===== config.mk =====
export PLATFORM = sky130hd
export DESIGN_NAME = mmio_console
export DESIGN_NICKNAME = d
export VERILOG_FILES = /design/src/rtl/mmio_console.sv
export SDC_FILE = /design/constraint.sdc
export NUM_CORES = 1
export LEC_CHECK = 0
export BUFFER_PORTS_ARGS = -buffer_cell sky130_fd_sc_hd__buf_4
export CAP_MARGIN = 25
export CORE_ASPECT_RATIO = 0.9
export CORE_MARGIN = 1
export CORE_UTILIZATION = 55
export CTS_CLUSTER_SIZE = 30
export DETAILED_ROUTE_END_ITERATION = 16
export PLACE_DENSITY = 0.92
export SLEW_MARGIN = 20
export SYNTH_ARGS = -nofsm -noshare
export SYNTH_HDL_FRONTEND = slang
export SYNTH_SLANG_ARGS = --single-unit

===== constraint.sdc =====
create_clock -name clock -period 3.5 [get_ports clock]
set_input_delay 0 -clock clock [delete_from_list [all_inputs] [get_ports clock]]
set_output_delay 0 -clock clock [all_outputs]
set_load 0.01 [all_outputs]

===== src/rtl/mmio_console.sv =====
// mmio_console: memory-mapped transmit-only serial console with an 8-byte FIFO.
// Define MMIO_CONSOLE_PARITY_EN to add an even-parity bit (11-bit 8E1 frame).
module mmio_console #(
  parameter logic [31:0] BASE_ADDR    = 32'h1002_0000,
  parameter int          CLKS_PER_BIT = 868
) (
  input  logic        clock,
  input  logic        reset,
  input  logic [31:0] addr,
  input  logic [31:0] wdata,
  input  logic        we,
  output logic [31:0] rdata,
  output logic        txd,
  output logic        irq
);

  localparam logic [2:0] ST_IDLE   = 3'd0;
  localparam logic [2:0] ST_START  = 3'd1;
  localparam logic [2:0] ST_DATA   = 3'd2;
`ifdef MMIO_CONSOLE_PARITY_EN
  localparam logic [2:0] ST_PARITY = 3'd3;
`endif
  localparam logic [2:0] ST_STOP   = 3'd4;

  localparam logic [15:0] BIT_LAST = 16'(CLKS_PER_BIT - 1);

  logic [7:0]  fifo_mem [8];
  logic [2:0]  wr_ptr;
  logic [2:0]  rd_ptr;
  logic [3:0]  count;
  logic        overflow;
  logic        enable;
  logic        irq_en;

  logic [2:0]  state;
  logic [15:0] bit_cnt;
  logic [2:0]  bit_idx;
  logic [7:0]  shift;
`ifdef MMIO_CONSOLE_PARITY_EN
  logic        parity;
`endif

  logic        hit;
  logic [1:0]  sel;
  logic        full;
  logic        empty;
  logic        busy;
  logic        bit_done;
  logic        push_req;
  logic        push;
  logic        pop;
  logic        clr_ovf;
  logic        ctrl_we;
  logic [7:0]  head;
  logic        unused_bits;

  assign hit      = (addr[31:4] == BASE_ADDR[31:4]);
  assign sel      = addr[3:2];
  assign full     = (count == 4'd8);
  assign empty    = (count == 4'd0);
  assign busy     = (state != ST_IDLE);
  assign bit_done = (bit_cnt == BIT_LAST);
  assign head     = fifo_mem[rd_ptr];

  assign push_req = we && hit && (sel == 2'd0);
  assign push     = push_req && !full;
  assign clr_ovf  = we && hit && (sel == 2'd1) && wdata[3];
  assign ctrl_we  = we && hit && (sel == 2'd2);

  // A pop happens exactly when a new frame is loaded: from IDLE, or from the
  // last STOP cycle for back-to-back frames.
  assign pop = enable && !empty &&
               ((state == ST_IDLE) || ((state == ST_STOP) && bit_done));

  assign irq = empty && (state == ST_IDLE) && irq_en;

  assign unused_bits = ^{addr[1:0], wdata[31:8]};

  always_comb begin
    rdata = '0;
    if (hit) begin
      case (sel)
        2'd1:    rdata = {20'b0, count, 4'b0, overflow, busy, empty, full};
        2'd2:    rdata = {30'b0, irq_en, enable};
        default: rdata = '0;
      endcase
    end
  end

  always_ff @(posedge clock) begin
    if (push) fifo_mem[wr_ptr] <= wdata[7:0];
  end

  always_ff @(posedge clock) begin
    if (reset) begin
      wr_ptr   <= '0;
      rd_ptr   <= '0;
      count    <= '0;
      overflow <= 1'b0;
      enable   <= 1'b0;
      irq_en   <= 1'b0;
    end else begin
      if (push) wr_ptr <= wr_ptr + 3'd1;
      if (pop)  rd_ptr <= rd_ptr + 3'd1;
      case ({push, pop})
        2'b10:   count <= count + 4'd1;
        2'b01:   count <= count - 4'd1;
        default: count <= count;
      endcase
      // A drop in the same cycle as a clear leaves the flag set.
      if (push_req && full) overflow <= 1'b1;
      else if (clr_ovf)     overflow <= 1'b0;
      if (ctrl_we) begin
        enable <= wdata[0];
        irq_en <= wdata[1];
      end
    end
  end

  // txd is assigned alongside each state change so the line is always a flop.
  always_ff @(posedge clock) begin
    if (reset) begin
      state   <= ST_IDLE;
      bit_cnt <= '0;
      bit_idx <= '0;
      shift   <= '0;
      txd     <= 1'b1;
`ifdef MMIO_CONSOLE_PARITY_EN
      parity  <= 1'b0;
`endif
    end else begin
      case (state)
        ST_IDLE: begin
          bit_cnt <= '0;
          if (pop) begin
            state  <= ST_START;
            shift  <= head;
            txd    <= 1'b0;
`ifdef MMIO_CONSOLE_PARITY_EN
            parity <= ^head;
`endif
          end
        end
        ST_START: begin
          if (bit_done) begin
            state   <= ST_DATA;
            bit_cnt <= '0;
            bit_idx <= '0;
            txd     <= shift[0];
          end else begin
            bit_cnt <= bit_cnt + 16'd1;
          end
        end
        ST_DATA: begin
          if (bit_done) begin
            bit_cnt <= '0;
            if (bit_idx == 3'd7) begin
`ifdef MMIO_CONSOLE_PARITY_EN
              state <= ST_PARITY;
              txd   <= parity;
`else
              state <= ST_STOP;
              txd   <= 1'b1;
`endif
            end else begin
              bit_idx <= bit_idx + 3'd1;
              shift   <= {1'b0, shift[7:1]};
              txd     <= shift[1];
            end
          end else begin
            bit_cnt <= bit_cnt + 16'd1;
          end
        end
`ifdef MMIO_CONSOLE_PARITY_EN
        ST_PARITY: begin
          if (bit_done) begin
            state   <= ST_STOP;
            bit_cnt <= '0;
            txd     <= 1'b1;
          end else begin
            bit_cnt <= bit_cnt + 16'd1;
          end
        end
`endif
        ST_STOP: begin
          if (bit_done) begin
            bit_cnt <= '0;
            if (pop) begin
              state  <= ST_START;
              shift  <= head;
              txd    <= 1'b0;
`ifdef MMIO_CONSOLE_PARITY_EN
              parity <= ^head;
`endif
            end else begin
              state <= ST_IDLE;
              txd   <= 1'b1;
            end
          end else begin
            bit_cnt <= bit_cnt + 16'd1;
          end
        end
        default: begin
          state   <= ST_IDLE;
          bit_cnt <= '0;
          txd     <= 1'b1;
        end
      endcase
    end
  end

endmodule

After elaboration in Yosys (flattened, before gate mapping)

Memories as Yosys holds them, arrays and structs flattened. A register that Yosys moved wholly into a read port is not among the register bits.
Cells that the tools add are included.

Bitwise operators: 1
Reduce and logical (&&, ||, !) cells: 29
Multiplexer cells: 32
Equality and inequality tests: 17
Add/sub/neg operators: 6

Operators by type and width:

| kind                  | count |
|---|---|
| $mux 8                | 4 |
| $mux 3                | 10 |
| $eq 28x25->1 const B  | 1 |
| $pmux 12 s2           | 1 |
| $pmux 8 s3            | 1 |
| $add 16x1->16 const B | 1 |
| $eq 16x10->1 const B  | 1 |
| $logic_and 1x1->1     | 12 |
| $mux 12               | 1 |
| $ne 2x2->1 const B    | 6 |
| $pmux 3 s4            | 1 |
| $reduce_and 4->1      | 3 |
| $mux 1                | 11 |
| $add 3x1->3 const B   | 3 |
| $pmux 4 s2            | 1 |
| $eq 3x3->1 const B    | 2 |
| $pmux 3 s2            | 1 |
| $reduce_bool 2->1     | 3 |
| $reduce_bool 3->1     | 2 |
| $reduce_or 3->1       | 2 |
| $reduce_and 5->1      | 1 |
| $add 4x1->4 const B   | 1 |
| $eq 2x1->1 const B    | 2 |
| $eq 2x2->1 const B    | 2 |
| 11 further kinds      | 12 |

Input port bits: 67
Output and inout port bits: 34
RAM bits: 64
Register bits after elaboration: 44
Word-level logic and storage cells: 97
Memories: 1

Memories:

| name     | words | width | read ports | clocked after memory_dff | write ports | line | text |
|---|---|---|---|---|---|---|---|
| fifo_mem | 8     | 8     | 1          | 1                        | 1           | 27   | `logic [7:0] fifo_mem [8];` |

Depth between registers and ports, before layout

Gate-level depths: netlist of run 1.

Depth in word-level cells: 7
Depth in mapped cells: 12
Gate-level depth less buffers: 12

Worst setup path after synthesis of run 1

Ideal clock, no wire load.

Path type: register -> register
From: register count[1]
To: register count[2]
Data arrival time: 2593 ps
Stages on the path, launching flop included: 13
Library setup time: 70 ps
Setup slack: 837 ps
Cell sequence: dfxtp_1 buf_2 nor3_1 and2_1 or4_4 buf_2 ha_1 xor2_1 ha_1 a21oi_1 xor2_1 or3_1 a21oi_1

Cells in the longest elaborated chain, start to end: 6
Elaborated cells on any way between the ends: 13
Classes of those cells: 2 x add/sub; 3 x eq/ne; 1 x mux; 7 x reduce/logical

Ends and longest elaborated chain:

| what                                            | line | text |
|---|---|---|
| start: declaration                              | 30   | `logic [3:0] count;` |
| start signal: assignment                        | 106  | `2'b10: count <= count + 4'd1;` |
| start signal: assignment                        | 107  | `2'b01: count <= count - 4'd1;` |
| start signal: assignment                        | 108  | `default: count <= count;` |
| $logic_not 4->1                                 | 60   | `assign empty = (count == 4'd0);` |
| $logic_not 1->1                                 | 72   | `assign pop = enable && !empty &&` |
| $logic_and 1x1->1 (2 in a row)                  | 72   |  |
| $eq 2x1->1 or $eq 2x2->1 (tied branches)        | 105  | `case ({push, pop})` |
| $pmux 4 s2 or $reduce_bool 2->1 (tied branches) | --   |  |

Several ways; a longest one is shown, not always the timed one.
A chain may end at the register's enable or synchronous reset.

Final worst setup path of run 1

From: register count[0]
To: register count[2]

Cells in the longest elaborated chain, start to end: 6
Elaborated cells on any way between the ends: 13
Classes of those cells: 2 x add/sub; 3 x eq/ne; 1 x mux; 7 x reduce/logical

Ends and longest elaborated chain:

| what                                            | line | text |
|---|---|---|
| $logic_not 4->1 (*)                             | 60   |  |
| $logic_not 1->1 (*)                             | 72   |  |
| $logic_and 1x1->1 (*) (2 in a row)              | 72   |  |
| named net pop                                   | 51   | `logic pop;` |
| $eq 2x1->1 or $eq 2x2->1 (tied branches)        | 105  |  |
| $pmux 4 s2 or $reduce_bool 2->1 (tied branches) | --   |  |

The timed path passes the listed nets; every way through them passes the cells marked *.

==> impl_metrics.tcl, run 1 <==
set metrics [dict create \
    routedWlPerCell_um 17.03 \
    post_cts_buffers 0 \
    grt_pass1_vias 3438 \
    required_ns 3.81 \
    drt_pass1_iterations 5 \
    clkSlewWorstSetupHoldPaths_ns 0.11 \
    leakagePower_nw 2.075 \
    crit_path_start_kind "flop" \
    die_x_um 103.0 \
    power.density_nw_per_um2 392.1 \
    route.detailed.drc 0 \
    setup_viol_count_final 0 \
    routabilityCongestion 0.8133 \
    drive_above_1_share 0.2245 \
    std_cell_rows 32 \
    r2r_end "count[2]" \
    dp_hpwl_mm 7.043 \
    reg2reg_from "count[0]" \
    end_kind "flop" \
    r2r_slack_ns 0.38 \
    synth-main-ff-cell "edfxtp_1" \
    worstMarginPinSlew_ns 0.8721 \
    drv_cap 0 \
    num-fill-cells 599 \
    grt-ovfl-total 0 \
    syn-instance-count 420 \
    grt_max_degree 27 \
    critPathKind "reg2reg" \
    cts_buffer_depth 2 \
    syn_avg_cell_area_um2 12.03 \
    root_buffer "clkbuf_8" \
    cts_num_sinks 111 \
    fmax_ghz 0.3202 \
    arrival_ns 3.43 \
    n_antenna_cell 0 \
    grt_use_total 0.2389 \
    irDropWorstVdd_uv 370.6 \
    grt_pass1_wl_mm 16.87 \
    die_h_um 92.92 \
    crit_end "count[2]" \
    ys.warnings.count 0 \
    cts_tree "built" \
    holdBufCountCts 10 \
    fin_hold_ws_ns 0.1248 \
    start_util 0.5787 \
    min_from "addr[3]" \
    cp_cell_sequence "o41ai_1 > buf_4 > or2_2 > a21o_1 > inv_1 > ha_1 > xor2_1 > ha_1 > a21oi_1 > xor2_1 > or3_1 > a21oi_1" \
    finalCritPeriodShare 0.8924 \
    layout.nets 563 \
    cp-startpoint "count[0]" \
    cp_slowest_stage_delay_ns 0.57 \
    rsz0062_at_grt "false" \
    io-pin-count 101 \
    crit_slowest_cell "o41ai_1" \
    ys_ff_latch 111 \
    cts_buffers 9 \
    ys_seq_area_frac 0.5668 \
    min_period_ns 3.123 \
    cts_resized 0 \
    synth_cell_types 50 \
    synth_edf_count 64 \
    reg2reg_depth 12 \
    coreArea_um2 8728 \
    hold_viol_final 0 \
    dieArea_um2 9572 \
    synth_area_um2 5051 \
    drtAntennaViolNets 0 \
    setup_tns_ns 0 \
    status "finished, final reports clean" \
    drtIter0Drc 196 \
    port_buffers 50 \
    antenna_found_initial 0 \
    async_reset_ff_frac 0 \
    finClkSkew_ns 0.01227 \
    wl_mm 10.37 \
    syn_to_final_growth_pct 15.43 \
    h-tree-depth 3 \
    drv_slew 0 \
    num_vias 3442 \
    hp-class "in2reg" \
    clk_latency_ns 0.38 \
    relSlewSlack 0.4178 \
    crit_fanout 7 \
    via_per_inst 5.652 \
]
==> through the flow <==
stage / instance area, um2 / setup WS [ns] / power [W] / utilization / instances
detailed placement: 5500 / 0.5397 / 0.001477 / 0.6302 / 583
global route: 5831 / 0.2274 / 0.002345 / 0.6680 / 609
finish: 5831 / 0.3767 / 0.002286 / 0.6680 / 609
floorplan: 5137 / 0.8366 / 0.001449 / - / 443
global placement: 5500 / 0.7445 / 0.001474 / 0.6302 / 583
CTS: 5831 / 0.4133 / 0.002296 / 0.6680 / 609
==> state kept, by name, summed over array words and instances, names as in the netlist, named ones only <==
| register | flops |
|---|---|
| wr_ptr | 3 |
| irq_en | 1 |
| fifo_mem | 64 |
| txd | 1 |
| enable | 1 |
| state | 3 |
| overflow | 1 |
| bit_cnt | 16 |
| rd_ptr | 3 |
| bit_idx | 3 |
| shift | 8 |
| count | 4 |
==> worst max-delay path, delay by kind of cell (launching register included) <==
kind            cells  cell delay, ns
fa+ha+maj           2            0.48
buf+inv             2            0.35
simple gates        2            0.46
xor+xnor            2            0.27
flops               1            0.40
compound gates      4            1.08
==> worst min path at each step <==
stage                endpoint  slack, ns  cells past startpoint
2_1_floorplan  fifo_mem[0][0]        0.1                      0
3_3_place_gp   fifo_mem[0][5]       0.23                      1
3_5_place_dp   fifo_mem[7][2]       0.24                      1
4_1_cts              overflow       0.12                      5
5_1_grt              overflow       0.14                      5
6_report             overflow       0.12                      5
==> area by class of cell <==
class	count	area, um2	share of cell area
Clock buffer	9	123.9	0.02124
Multi-Input combinational cell	281	1986	0.3406
Timing Repair Buffer	72	565.5	0.09700
Clock inverter	7	106.4	0.01824
Sequential cell	111	2863	0.4910
Inverter	10	37.54	0.006438
Tap cell	119	148.9	0.02554
==> cell usage after synthesis (all sizes together) (2+ instances only) <==
cell type	instances	area [um2]
edfxtp	64	1922
dfxtp	47	940.9
nor2	38	142.6
nand2	32	120.1
buf	30	210.2
a21oi	26	130.1
mux4	15	337.8
nor4	13	100.1
clkbuf	11	41.29
ha	11	137.6
nand3	11	55.05
xor2	11	96.34
inv	10	37.54
xnor2	10	87.58
nor3	9	45.04
and2	7	43.79
mux2i	7	70.07
o2bb2ai	7	61.31
o21ai	6	30.03
or2	6	37.54
and3	5	31.28
nor4b	5	68.82
nand4	4	31.28
a211oi	3	22.52
and4	3	26.28
nand2b	3	18.77
or3	3	18.77
a2111oi	2	17.52
a31oi	2	12.51
nand3b	2	15.01
o31ai	2	15.01
==> power by group <==
| part | switching, W | internal [W] | leakage [nW] |
|---|---|---|---|
| clock network | 0.000469 | 0.000360 | 0.111 |
| logic | 0.0000414 | 0.0000402 | 1.01 |
| registers | 0.000000000000102 | 0.00138 | 0.953 |
| total | 0.000511 | 0.00178 | 2.07 |
==> cell usage in the layout (no fill, tap or decap), types with 2 or more instances in the layout <==
cell type / count
edfxtp_1: 64
buf_4: 62
dfxtp_1: 47
nor2_1: 38
nand2_1: 32
a21oi_1: 26
conb_1: 24
mux4_2: 15
nand3_1: 11
xor2_1: 11
ha_1: 11
nor4_1: 10
inv_1: 10
xnor2_1: 10
dlygate4sd3_1: 10
nor3_1: 9
clkbuf_8: 9
and2_1: 7
mux2i_1: 7
o2bb2ai_1: 7
or2_2: 6
o21ai_0: 6
and3_1: 5
nor4b_2: 4
and4_1: 3
nand4_1: 3
nor4_2: 3
a211oi_1: 3
nand2b_1: 3
or3_1: 3
a2111oi_0: 2
o31ai_1: 2
a31oi_1: 2
nand3b_1: 2
clkinv_8: 2
==> routing by layer <==
layer | up-vias | share of wire | global-route usage
met2 | 128 | 0.53 | 0.4139
met4 | 0 | 0.021 | 0.09272
met5 | - | 0 | 0
met1 | 1669 | 0.39 | 0.2906
li1 | 1624 | - | -
met3 | 21 | 0.054 | 0.04906
==> kinds of logic (layout without fill, tap and decap cells) <==
group	Yosys count	after routing	share of synthesized area
compound gates	57	57	0.07159
xor+xnor	21	21	0.03641
fa+ha+maj	11	11	0.02725
buf+inv	51	98	0.05722
flops	111	111	0.5668
mux	23	23	0.08298
other cells	1	24	0.0007424
simple gates	145	145	0.1571
Power figures use the tool's default switching activity.
==> run 2: changes to the inputs <==
- CTS_BUF_LIST: not set -> sky130_fd_sc_hd__clkbuf_8 sky130_fd_sc_hd__clkbuf_16
- REMOVE_ABC_BUFFERS: not set -> 1
- SLEW_MARGIN: 20 -> not set
==> run 2 against run 1 <==
  * Critical path depth did not move
  * Highest routed layer unchanged
  * Global-route usage fell by 0.26 points
  * Maximum frequency rose by 8.2%
  * Hold slack improved by 0.083 ns
  * Register-to-register slack improved by 0.24 ns
  * Total power fell by 1.8%
  * Sequential power barely moved
==> impl_metrics.tcl, run 2 (synthesized netlist as in run 1, its figures left out) <==
set metrics [dict create \
    status "finished, final reports clean" \
    post_cts_buffers 0 \
    drt-met1-wl_mm 4.200 \
    reg2reg_from "count[0]" \
    cp_cell_sequence "o41ai_1 > buf_4 > or2_2 > a21o_1 > inv_1 > ha_1 > xor2_1 > ha_1 > a21oi_1 > xor2_1 > or3_1 > a21oi_1" \
    port_buffers 50 \
    layout_common_cells "edfxtp_1, buf_4, dfxtp_1" \
    drive_above_1_share 0.2240 \
    switchingPower_w 0.0005296 \
    final_util 0.6677 \
    switching_share 0.2358 \
    intPower_w 0.001716 \
    place_inst 583 \
    r2r_slack_ns 0.61 \
    min_from "addr[30]" \
    cts_buffer_depth 2 \
    worstMarginPinSlew_ns 0.8175 \
    routabilityCongestion 0.8526 \
    start_util 0.5787 \
    irDropWorstVdd_uv 249.4 \
    coreArea_um2 8728 \
    grt_use_total 0.2363 \
    dp_hpwl_mm 6.856 \
    largest_register_ff_count 64 \
    grt-ovfl-total 0 \
    dieArea_um2 9572 \
    cts_num_sinks 111 \
    end_kind "flop" \
    reg_top3 "fifo_mem x64, bit_cnt x16, shift x8" \
    power_frac_comb 0.037 \
    root_buffer "clkbuf_8" \
    topRoutingLayerUsed "met4" \
    critPathKind "reg2reg" \
    drtAntennaViolNets 0 \
    drtIter0Drc 222 \
    cts_tree "built" \
    hp-class "in2reg" \
    finClkSkew_ns 0.01918 \
    die_x_um 103.0 \
    seqPwrFrac 0.613 \
    syn_to_final_growth_pct 15.38 \
    required_ns 3.80 \
    top_register "fifo_mem" \
    grt_pass1_vias 3512 \
    met2_length_mm 5.177 \
    r2r_end "count[2]" \
    cts_resized 0 \
    power_frac_clock 0.351 \
    relSlewSlack 0.4542 \
    hold_viol_final 0 \
    clkSlewWorstSetupHoldPaths_ns 0.11 \
    post_layout_nonfiller_instances 610 \
    crit_slowest_cell "o41ai_1" \
    h-tree-depth 3 \
    crit_path_start_kind "flop" \
    met3_length_um 553 \
    cts_buffers 9 \
    reg2reg_depth 12 \
    finalCritPeriodShare 0.8248 \
    leakagePower_nw 2.080 \
    crit_fanout 7 \
    drv_slew 0 \
    cp_slowest_stage_delay_ns 0.49 \
    grt_pass1_wl_mm 16.92 \
    fin_hold_ws_ns 0.2076 \
    wl_mm 10.10 \
    routedWlPerCell_um 16.55 \
    drv_cap 0 \
    io-pin-count 101 \
    power.density_nw_per_um2 385.4 \
    route.detailed.drc 0 \
    min_period_ns 2.887 \
    p_total_w 0.002246 \
    layout.nets 564 \
    min_path_cells 6 \
    antenna_found_initial 0 \
    grt_max_degree 27 \
    n_antenna_cell 0 \
    num_vias 3457 \
    drt_pass1_iterations 4 \
    fmax_ghz 0.3464 \
    setup_viol_count_final 0 \
    min_to "enable" \
    num-fill-cells 583 \
    die_h_um 92.92 \
    via_per_inst 5.667 \
    clk_latency_ns 0.38 \
    std_cell_rows 32 \
    rsz0062_at_grt "false" \
    final_common_cell "edfxtp_1" \
    setup_tns_ns 0 \
    arrival_ns 3.19 \
]
[run 2: power groups by stage]
| stage | Sequential, W | Combinational, W | Clock (W) |
|---|---|---|---|
| global placement | 0.00141 | 0.0000682 | 0 |
| detailed placement | 0.00141 | 0.0000720 | 0 |
| floorplan | 0.00141 | 0.0000195 | 0 |
| CTS | 0.00138 | 0.0000812 | 0.000801 |
| finish | 0.00138 | 0.0000828 | 0.000787 |
| global route | 0.00138 | 0.0000917 | 0.000862 |
[run 2: critical path: cells and delay by family (launching register included)]
kind	cells	cell delay (ns)
flops	1	0.40
buf+inv	2	0.31
xor+xnor	2	0.26
compound gates	4	0.96
simple gates	2	0.45
fa+ha+maj	2	0.45
[run 2: how the worst max path moves through the flow]
stage | startpoint | to | cells after the start
floorplan | bit_cnt[0] | count[2] | 12
global placement | count[0] | count[2] | 12
detailed placement | count[1] | count[2] | 10
CTS | count[0] | count[2] | 12
global route | count[0] | count[2] | 12
finish | count[0] | count[2] | 12
[run 2: final cells by class]
class	count	area (um2)	share of cell area
Timing Repair Buffer	73	575.6	0.09875
Clock inverter	7	93.84	0.01610
Sequential cell	111	2863	0.4912
Tap cell	119	148.9	0.02555
Inverter	10	37.54	0.006441
Clock buffer	9	123.9	0.02125
Multi-Input combinational cell	281	1986	0.3407
[run 2: what timing repair did]
item,in CTS,in global routing
hold endpoints to repair,81,0
hold buffers,11,0
endpoints found under the setup margin,0,0
[run 2: per-layer routing]
layer | up-vias | global-route usage
met5 | - | 0
met4 | 0 | 0.09038
met3 | 17 | 0.04906
met2 | 136 | 0.4117
met1 | 1681 | 0.2851
li1 | 1623 | -
[run 2: stage by stage]
stage	worst slack, ns	instance area (um2)
2_1_floorplan	0.7831	4886
3_3_place_gp	0.8014	5500
3_5_place_dp	0.6716	5500
4_1_cts	0.6117	5828
5_1_grt	0.4375	5828
6_report	0.6131	5828
==> run 3: changes to the inputs <==
- clock period: 3.5 -> 2.95 ns (I/O delays scaled with it)
==> run 3 against run 2 <==
  * Count of clock-buffer cells in the layout did not move
  * Largest cell class unchanged
  * Non-clock buffer count rose by 2
  * Clock power rose by 20%
  * Global-route usage fell by 0.98 points
  * Die area did not move
  * Flip-flop and latch count did not move
  * Clock skew fell by 0.0041 ns
  * First-iteration DRC count fell by 1.8%
  * Total power rose by 19%
  * Sequential share of layout area fell by 0.13 points
  * Core utilization rose by 0.17 points
==> impl_metrics.tcl, run 3 (synthesized netlist as in run 1, its figures left out) <==
set metrics [dict create \
    status "finished, final reports clean" \
    worstMarginPinSlew_ns 0.8533 \
    antenna_found_initial 0 \
    via_per_inst 5.619 \
    crit_path_start_kind "flop" \
    irDropWorstVdd_uv 384.3 \
    drv_cap 0 \
    grt-ovfl-total 0 \
    die_x_um 103.0 \
    drtAntennaViolNets 0 \
    arrival_ns 3.10 \
    rsz0062_at_grt "false" \
    grt_pass1_vias 3384 \
    finalCritPeriodShare 0.9428 \
    cts_buffer_depth 2 \
    cts_buffers 9 \
    drive_above_1_share 0.2272 \
    critical-path-top-delay-family "simple AND/OR/NAND/NOR gates" \
    setup_viol_count_final 0 \
    hold_viol_final 0 \
    use_met1 0.2939 \
    n_antenna_cell 0 \
    hp-class "in2reg" \
    drtIter0Drc 218 \
    dieArea_um2 9572 \
    grt_max_degree 27 \
    post_layout_nonfiller_instances 612 \
    coreArea_um2 8728 \
    drt_pass1_iterations 7 \
    grtUsageMet2 0.3767 \
    finClkSkew_ns 0.01506 \
    crit_slowest_cell "dfxtp_1" \
    critPathKind "reg2reg" \
    clkSlewWorstSetupHoldPaths_ns 0.12 \
    leakagePower_nw 2.089 \
    cp_slowest_stage_delay_ns 0.42 \
    num_vias 3439 \
    port_buffers 50 \
    setup_tns_ns 0 \
    final_util 0.6694 \
    layout.nets 566 \
    cts_tree "built" \
    routedWlPerCell_um 16.16 \
    dp_hpwl_mm 6.750 \
    syn_to_final_growth_pct 15.68 \
    cts_num_sinks 111 \
    cp-startpoint "state[1]" \
    top_register "fifo_mem" \
    io-pin-count 101 \
    die_h_um 92.92 \
    root_buffer "clkbuf_8" \
    power.density_nw_per_um2 458.0 \
    layout_common_cells "edfxtp_1, buf_4, dfxtp_1" \
    top_usage_layer "met2" \
    place_inst 585 \
    routabilityCongestion 0.8577 \
    grt_pass1_wl_mm 16.26 \
    reg_top3 "fifo_mem x64, bit_cnt x16, shift x8" \
    crit_fanout 11 \
    largest_register_ff_count 64 \
    min_from "addr[30]" \
    route.detailed.drc 0 \
    min_period_ns 2.781 \
    end_kind "flop" \
    wl_mm 9.887 \
    grt_use_met3 0.05057 \
    drv_slew 0 \
    relSlewSlack 0.4304 \
    start_util 0.5787 \
    grt_use_total 0.2265 \
    required_ns 3.27 \
    fmax_ghz 0.3595 \
    std_cell_rows 32 \
    cp_cell_sequence "or2_2 > or2_2 > a21o_1 > inv_1 > ha_1 > xor2_1 > ha_1 > a21oi_1 > xor2_1 > or3_1 > a21oi_1" \
    reg2reg_from "state[1]" \
    h-tree-depth 3 \
    path_buf_inv 1 \
    clk_latency_ns 0.39 \
]
## run 3: cell types whose count changed in the layout (fill, tap and decap cells not counted), sizes merged
cell | before | now
buf | 62 | 64
## run 3: path summary, 6_finish.rpt
kind | endpoint | slack [ns] | cells past startpoint
worst max-delay path | count[2] | 0.17 | 11
worst min-delay path | irq_en | 0.24 | 6
worst min register to register | bit_idx[1] | 0.47 | 2
worst max register to register | count[2] | 0.17 | 11
## run 3: area by class of cell
class | count | area [um2]
repair buffers | 75 | 590.6
well taps | 119 | 148.9
clock buffers | 9 | 123.9
inverters | 10 | 37.54
multi-input cells | 281 | 1986
clock inverters | 7 | 93.84
flip-flops and latches | 111 | 2863
fillers | 596 | 2885
## run 3: worst min-delay path: cells and delay by family
family	cells	cell delay, ns
simple gates	4	0.36
buf+inv	1	0.09
mux	1	0.13
## run 3: routing by layer
metal / routed length (um) / up-vias
met5: 0 / -
met4: 111 / 0
met3: 521 / 10
met2: 5070 / 111
met1: 4183 / 1684
li1: - / 1634
## run 3: stage by stage
stage	total power (W)	worst slack, ns	cell area, um2	hold slack, ns
detailed placement	0.001754	0.2088	5515	0.2386
global route	0.002757	0.01828	5843	0.2306
floorplan	0.001692	0.2331	4886	0.06907
global placement	0.001749	0.3129	5515	0.2295
finish	0.002676	0.1686	5843	0.2351
CTS	0.002699	0.1937	5843	0.2006
## run 3: repair_timing
| action | CTS | global route |
|---|---|---|
| buffers inserted | 0 | 0 |
| endpoints found under the hold margin | 81 | 0 |
| gates resized for setup | 0 | 0 |
| hold buffers | 11 | 0 |
## run 3: power breakdown
group	switching [W]	total, W	internal [W]	leakage [nW]
Sequential	0.000000000000115	0.00163	0.00163	0.953
Combinational	0.0000510	0.0000989	0.0000479	1.03
Clock	0.000589	0.000945	0.000356	0.108
